### config.mk
export PLATFORM = sky130hd
export DESIGN_NAME = aes_cipher_iter
export DESIGN_NICKNAME = d
export VERILOG_FILES = /design/src/rtl/aes_cipher_iter_pkg.sv /design/src/rtl/aes_round.sv /design/src/rtl/aes_cipher_iter.sv
export SDC_FILE = /design/constraint.sdc
export NUM_CORES = 2
export LEC_CHECK = 0
export ABC_AREA = 0
export CAP_MARGIN = 20
export CORE_AREA = 2 2 655 657
export CTS_BUF_LIST = sky130_fd_sc_hd__clkbuf_4 sky130_fd_sc_hd__clkbuf_8 sky130_fd_sc_hd__clkbuf_16
export CTS_CLUSTER_SIZE = 30
export DETAILED_ROUTE_END_ITERATION = 10
export DIE_AREA = 0 0 657 659
export HOLD_SLACK_MARGIN = 0.06
export PLACE_DENSITY = 0.34
export SKIP_CTS_REPAIR_TIMING = 1
export SYNTH_ARGS = -nofsm -noshare
export SYNTH_HDL_FRONTEND = slang
export SYNTH_HIERARCHICAL = 1
export SYNTH_SLANG_ARGS = --single-unit
export TNS_END_PERCENT = 30
### constraint.sdc
create_clock -name clk -period 9.4 [get_ports clk]
set_input_delay 0.94 -clock clk [delete_from_list [all_inputs] [get_ports clk]]
set_output_delay 0.94 -clock clk [all_outputs]
set_load 0.02 [all_outputs]
### src/rtl/aes_cipher_iter_pkg.sv
// Shared AES constants and byte-level helpers: the S-box, xtime over GF(2^8)/0x11B,
// and the round counts for each key size.
package aes_cipher_iter_pkg;

  localparam int NR_AES128 = 10;
  localparam int NR_AES192 = 12;
  localparam int NR_AES256 = 14;

  localparam logic [7:0] SBOX [256] = '{
    8'h63, 8'h7c, 8'h77, 8'h7b, 8'hf2, 8'h6b, 8'h6f, 8'hc5, 8'h30, 8'h01, 8'h67, 8'h2b, 8'hfe, 8'hd7, 8'hab, 8'h76,
    8'hca, 8'h82, 8'hc9, 8'h7d, 8'hfa, 8'h59, 8'h47, 8'hf0, 8'had, 8'hd4, 8'ha2, 8'haf, 8'h9c, 8'ha4, 8'h72, 8'hc0,
    8'hb7, 8'hfd, 8'h93, 8'h26, 8'h36, 8'h3f, 8'hf7, 8'hcc, 8'h34, 8'ha5, 8'he5, 8'hf1, 8'h71, 8'hd8, 8'h31, 8'h15,
    8'h04, 8'hc7, 8'h23, 8'hc3, 8'h18, 8'h96, 8'h05, 8'h9a, 8'h07, 8'h12, 8'h80, 8'he2, 8'heb, 8'h27, 8'hb2, 8'h75,
    8'h09, 8'h83, 8'h2c, 8'h1a, 8'h1b, 8'h6e, 8'h5a, 8'ha0, 8'h52, 8'h3b, 8'hd6, 8'hb3, 8'h29, 8'he3, 8'h2f, 8'h84,
    8'h53, 8'hd1, 8'h00, 8'hed, 8'h20, 8'hfc, 8'hb1, 8'h5b, 8'h6a, 8'hcb, 8'hbe, 8'h39, 8'h4a, 8'h4c, 8'h58, 8'hcf,
    8'hd0, 8'hef, 8'haa, 8'hfb, 8'h43, 8'h4d, 8'h33, 8'h85, 8'h45, 8'hf9, 8'h02, 8'h7f, 8'h50, 8'h3c, 8'h9f, 8'ha8,
    8'h51, 8'ha3, 8'h40, 8'h8f, 8'h92, 8'h9d, 8'h38, 8'hf5, 8'hbc, 8'hb6, 8'hda, 8'h21, 8'h10, 8'hff, 8'hf3, 8'hd2,
    8'hcd, 8'h0c, 8'h13, 8'hec, 8'h5f, 8'h97, 8'h44, 8'h17, 8'hc4, 8'ha7, 8'h7e, 8'h3d, 8'h64, 8'h5d, 8'h19, 8'h73,
    8'h60, 8'h81, 8'h4f, 8'hdc, 8'h22, 8'h2a, 8'h90, 8'h88, 8'h46, 8'hee, 8'hb8, 8'h14, 8'hde, 8'h5e, 8'h0b, 8'hdb,
    8'he0, 8'h32, 8'h3a, 8'h0a, 8'h49, 8'h06, 8'h24, 8'h5c, 8'hc2, 8'hd3, 8'hac, 8'h62, 8'h91, 8'h95, 8'he4, 8'h79,
    8'he7, 8'hc8, 8'h37, 8'h6d, 8'h8d, 8'hd5, 8'h4e, 8'ha9, 8'h6c, 8'h56, 8'hf4, 8'hea, 8'h65, 8'h7a, 8'hae, 8'h08,
    8'hba, 8'h78, 8'h25, 8'h2e, 8'h1c, 8'ha6, 8'hb4, 8'hc6, 8'he8, 8'hdd, 8'h74, 8'h1f, 8'h4b, 8'hbd, 8'h8b, 8'h8a,
    8'h70, 8'h3e, 8'hb5, 8'h66, 8'h48, 8'h03, 8'hf6, 8'h0e, 8'h61, 8'h35, 8'h57, 8'hb9, 8'h86, 8'hc1, 8'h1d, 8'h9e,
    8'he1, 8'hf8, 8'h98, 8'h11, 8'h69, 8'hd9, 8'h8e, 8'h94, 8'h9b, 8'h1e, 8'h87, 8'he9, 8'hce, 8'h55, 8'h28, 8'hdf,
    8'h8c, 8'ha1, 8'h89, 8'h0d, 8'hbf, 8'he6, 8'h42, 8'h68, 8'h41, 8'h99, 8'h2d, 8'h0f, 8'hb0, 8'h54, 8'hbb, 8'h16
  };

  function automatic logic [7:0] sub_byte(input logic [7:0] b);
    return SBOX[b];
  endfunction

  // Multiply by {02} modulo x^8+x^4+x^3+x+1.
  function automatic logic [7:0] xtime(input logic [7:0] b);
    return {b[6:0], 1'b0} ^ (b[7] ? 8'h1b : 8'h00);
  endfunction

endpackage

### src/rtl/aes_round.sv
// One combinational AES encryption round; MixColumns is bypassed when final_round is set.
module aes_round
  import aes_cipher_iter_pkg::*;
(
  input  logic [127:0] state,
  input  logic [127:0] round_key,
  input  logic         final_round,
  output logic [127:0] result
);

  logic [7:0] sb [16];
  logic [7:0] sr [16];
  logic [7:0] mc [16];

  // Byte gi sits at [127-8*gi -: 8]; row = gi % 4, column = gi / 4.
  for (genvar gi = 0; gi < 16; gi++) begin : g_sub_shift
    assign sb[gi] = sub_byte(state[127-8*gi -: 8]);
    assign sr[gi] = sb[(gi % 4) + 4 * (((gi / 4) + (gi % 4)) % 4)];
  end

  for (genvar gi = 0; gi < 4; gi++) begin : g_mix
    logic [7:0] a0, a1, a2, a3;
    assign a0 = sr[4*gi];
    assign a1 = sr[4*gi+1];
    assign a2 = sr[4*gi+2];
    assign a3 = sr[4*gi+3];
    assign mc[4*gi]   = xtime(a0) ^ xtime(a1) ^ a1 ^ a2 ^ a3;
    assign mc[4*gi+1] = a0 ^ xtime(a1) ^ xtime(a2) ^ a2 ^ a3;
    assign mc[4*gi+2] = a0 ^ a1 ^ xtime(a2) ^ xtime(a3) ^ a3;
    assign mc[4*gi+3] = xtime(a0) ^ a0 ^ a1 ^ a2 ^ xtime(a3);
  end

  for (genvar gi = 0; gi < 16; gi++) begin : g_add_key
    assign result[127-8*gi -: 8] = (final_round ? sr[gi] : mc[gi]) ^ round_key[127-8*gi -: 8];
  end

endmodule

### src/rtl/aes_cipher_iter.sv
// Iterative AES encryptor: one round per clock through a single shared aes_round,
// Nr+1 cycles from accept to the done pulse.
module aes_cipher_iter
  import aes_cipher_iter_pkg::*;
#(
  parameter int Nr = NR_AES128,
  parameter int Nk = 4
) (
  input  logic                  clk,
  input  logic                  reset,
  input  logic                  start,
  input  logic [127:0]          state,
  input  logic [128*(Nr+1)-1:0] w,
  output logic                  busy,
  output logic                  done,
  output logic [127:0]          Encrypted_Msg
);

  localparam int CW = $clog2(Nr + 1);

  // Nk only guards that the key schedule matches the round count.
  if ((Nr != NR_AES128 && Nr != NR_AES192 && Nr != NR_AES256) || Nr != Nk + 6) begin : g_bad_cfg
    $error("aes_cipher_iter: Nr/Nk combination is not a valid AES variant");
  end

  typedef enum logic [1:0] {IDLE, ROUND, FINAL} fsm_t;

  fsm_t          fsm_reg;
  logic [127:0]  state_reg;
  logic [CW-1:0] round_reg;
  logic [127:0]  round_key;
  logic [127:0]  round_result;

  assign round_key = w[int'(round_reg)*128 +: 128];

  aes_round u_round (
    .state       (state_reg),
    .round_key   (round_key),
    .final_round (fsm_reg == FINAL),
    .result      (round_result)
  );

  always_ff @(posedge clk) begin
    if (reset) begin
      fsm_reg       <= IDLE;
      state_reg     <= '0;
      round_reg     <= '0;
      busy          <= 1'b0;
      done          <= 1'b0;
      Encrypted_Msg <= '0;
    end else begin
      done <= 1'b0;
      case (fsm_reg)
        IDLE: begin
          if (start) begin
            state_reg <= state ^ w[127:0];
            round_reg <= CW'(1);
            busy      <= 1'b1;
            fsm_reg   <= ROUND;
          end
        end
        ROUND: begin
          state_reg <= round_result;
          round_reg <= round_reg + CW'(1);
          if (round_reg == CW'(Nr - 1)) fsm_reg <= FINAL;
        end
        FINAL: begin
          // The counter now sits at Nr and stays there until the next accept.
          Encrypted_Msg <= round_result;
          done          <= 1'b1;
          busy          <= 1'b0;
          fsm_reg       <= IDLE;
        end
        default: fsm_reg <= IDLE;
      endcase
    end
  end

endmodule
==> flow_summary.json <==
{
  "cts.sinks": 264,
  "yosysTopAreaCell": "dfxtp_1",
  "setup_slack_ps": 2240,
  "pwr-share-clk_pct": 4.2,
  "synth_top_family_by_area": "compound AO/OA/AOI/OAI gates",
  "synth_adder_area_share_pct": 3.58,
  "viasPerCell": 6.10,
  "final_nets": 14200,
  "post_synth_xor_area_fraction_pct": 7.98,
  "layout.cells.non_filler": 18400,
  "synth_compound_area_share_pct": 38.6,
  "swShare_pct": 64.1,
  "final_common_cell": "clkdlybuf4s50_1",
  "setup_viol": 0,
  "rrSetupSlack_ps": 2240,
  "numCtsBuffers": 47,
  "dieArea_um2": 433000,
  "syn_to_final_growth_pct": 27.6,
  "fin_crit_sh_pct": 76.1,
  "synth_top_area_share_pct": 6.48,
  "drive_gt1_share_pct": 7.92,
  "synthSimpleGateAreaFrac_pct": 21.7,
  "r2r-start": "state_reg[57]$_SDFFE_PP0P_",
  "pwr-share-comb_pct": 91.5,
  "min_to": "Encrypted_Msg[119]$_SDFFE_PP0P_",
  "hold_class": "reg2reg",
  "ys_warn_count": 6,
  "maxClockFrequency_mhz": 140,
  "rsz0062_at_grt": "false",
  "fin_hold_ws_ps": 453,
  "dieWidth_um": 657,
  "clk_root_buffer_cell": "clkbuf_16",
  "htree_levels": 2,
  "layout_min_cycle_time_ps": 7160,
  "row_count": 240,
  "cts_buffer_depth": 3,
  "place.gp.congestion": 1.02,
  "slew_headroom_pct": 1.08,
  "cp_max_fo": 28,
  "tightest_slew_ps": 1480,
  "wl_per_cell_um": 45.2,
  "layout_common_cells": "clkdlybuf4s50_1, nand2_1, a21oi_1",
  "port_buffers": 1668,
  "coreArea_um2": 426000,
  "antenna_found_initial": 414,
  "antenna_left": 0,
  "finClkSkew_ps": 40.0,
  "worstPathRequired_ps": 9940,
  "end_kind": "register",
  "synth_seq_cells": 264,
  "min_from": "Encrypted_Msg[119]$_SDFFE_PP0P_",
  "hpwl_um": 670000,
  "cts.reportedPaths.clkPinSlew_ps": 60,
  "die_h_um": 659,
  "ios": 1669,
  "vias": 112000,
  "ys_async_sr_fraction_pct": 0,
  "crit_type": "reg2reg",
  "power.internal_mw": 17.0,
  "synthMuxAreaShare_pct": 12.8,
  "maxSlewViolCount": 0,
  "grt_max_degree": 116,
  "drtIter0Drc": 18900,
  "pre_cts_ws_ps": 2640,
  "arrival_ps": 7700,
  "cts_tree": "done",
  "clkLatencyLatePin_ps": 750,
  "synth_seq_area_share_pct": 6.48,
  "p_seq_share_pct": 4.3,
  "overflow": 0,
  "status": "finished, final reports clean",
  "avgSynthCellArea_um2": 6.98,
  "hold_viol": 0,
  "ys.flop_type": "dfxtp_1",
  "switchingPower_mw": 30.3,
  "reg2reg_depth": 15,
  "wl_um": 829000,
  "grt_pass1_vias": 102000,
  "n_fill_cell": 48200,
  "powerDensity_nw_per_um2": 454,
  "timing.rr.end": "state_reg[40]$_SDFFE_PP0P_",
  "post-route-util_pct": 24.4,
  "hold_path_depth": 2,
  "cp-start-kind": "register",
  "finalSetupTns_ps": 0,
  "syn_inst": 11700,
  "cap_violations": 0,
  "synth_edf_count": 0,
  "synthesis.nets": 13500,
  "grt_pass1_wl_um": 1060000,
  "grt_use_total_pct": 36.2,
  "ir_worst_vdd_v": 0.000328,
  "synth_cell_types": 129,
  "p_leak_nw": 33.0,
  "synth_area_leaders": "dfxtp_1, mux4_2, mux2i_1",
  "syn_area_um2": 81600,
  "drc": 0,
  "post-place-cells": 18000,
  "dr.pass1.iters": 8,
  "initial_core_util_pct": 19.2
}
## metal layers
layer | global-route usage, % | wire length (um)
met1 | 45.2 | 325000
met4 | 18.4 | 52000
met3 | 13.1 | 99800
met2 | 54.6 | 351000
met5 | 0 | 1470
## cell usage after synthesis, types with 58 or more instances
cell,count
and2_1,83
nand2_1,1087
nor4_1,58
clkbuf_1,602
ha_1,232
a21oi_1,986
a2111oi_0,61
nor2b_1,268
a31oi_1,238
buf_4,89
a211o_1,191
nand2b_1,331
o21ai_0,808
dfxtp_1,264
or2_2,91
o221ai_1,68
a311oi_1,140
a22oi_1,170
nor3_1,343
o31ai_1,102
o2bb2ai_1,263
xnor2_1,382
a211oi_1,192
o311ai_0,153
buf_1,83
mux2i_1,504
nand3_1,333
a221oi_1,88
o22ai_1,220
xor2_1,320
and3_1,61
nor2_1,677
buf_2,542
o211ai_1,202
mux4_2,230
inv_1,144
## how the worst max path moves through the flow
stage | start | end | slack, ps | cells past startpoint
detailed placement | state_reg[57]$_SDFFE_PP0P_ | state_reg[40]$_SDFFE_PP0P_ | 2640 | 15
floorplan | state_reg[25]$_SDFFE_PP0P_ | state_reg[1]$_SDFFE_PP0P_ | 5060 | 16
global route | state_reg[57]$_SDFFE_PP0P_ | state_reg[40]$_SDFFE_PP0P_ | 2370 | 15
global placement | state_reg[104]$_SDFFE_PP0P_ | state_reg[40]$_SDFFE_PP0P_ | 2760 | 14
CTS | state_reg[57]$_SDFFE_PP0P_ | state_reg[40]$_SDFFE_PP0P_ | 2610 | 15
finish | state_reg[57]$_SDFFE_PP0P_ | state_reg[40]$_SDFFE_PP0P_ | 2240 | 15
## kinds of logic (layout without fill, tap and decap cells)
kind of cell,Yosys count,in the layout
AOI/OAI and AO/OA,4554,4554
and+or+nand+nor,3619,3619
buffers and inverters,1547,2278
muxes,754,754
xor gates and xnor gates,721,721
DFF,264,264
adders and majority gates,234,234
other,0,253
## metrics by stage
step | total power, mW | instance area [um^2]
floorplan | 28.2 | 81600
global placement | 44.5 | 102000
detailed placement | 43.8 | 102000
CTS | 46.0 | 103000
global route | 48.7 | 104000
finish | 47.3 | 104000
## power by group through the flow
stage / Combinational [mW] / Sequential, mW / Clock (mW)
after global placement: 42.4 / 2.06 / 0
after detailed placement: 41.8 / 2.04 / 0
after global routing: 44.6 / 2.08 / 2.04
final: 43.2 / 2.03 / 1.98
after floorplan: 26.6 / 1.55 / 0
after CTS: 41.9 / 2.02 / 2.03
## worst max-delay path, cell delays in order, from the launching register on
cell       delay (ps)
dfxtp_1           310
buf_4             330
clkinv_1          550
ha_1              630
nor2_1            830
o21ai_0           180
o21a_1            150
mux4_2            450
a21oi_1           170
a32o_1            490
xor2_2            270
xnor2_1           110
o21ai_0           720
xnor2_1           360
a22oi_1          1220
o2bb2ai_1         170
## area by class of cell
cell class | count | area [um^2] | area share, %
antenna | 253 | 633 | 0.608
clock buffer | 58 | 1280 | 1.23
clock inverter | 27 | 302 | 0.290
inverter | 176 | 668 | 0.642
multi-input combinational | 9882 | 69100 | 66.4
sequential | 264 | 5410 | 5.20
tap | 5687 | 7120 | 6.84
timing repair buffer | 2017 | 19500 | 18.8
Note: power is estimated with default switching activity, not from simulation.
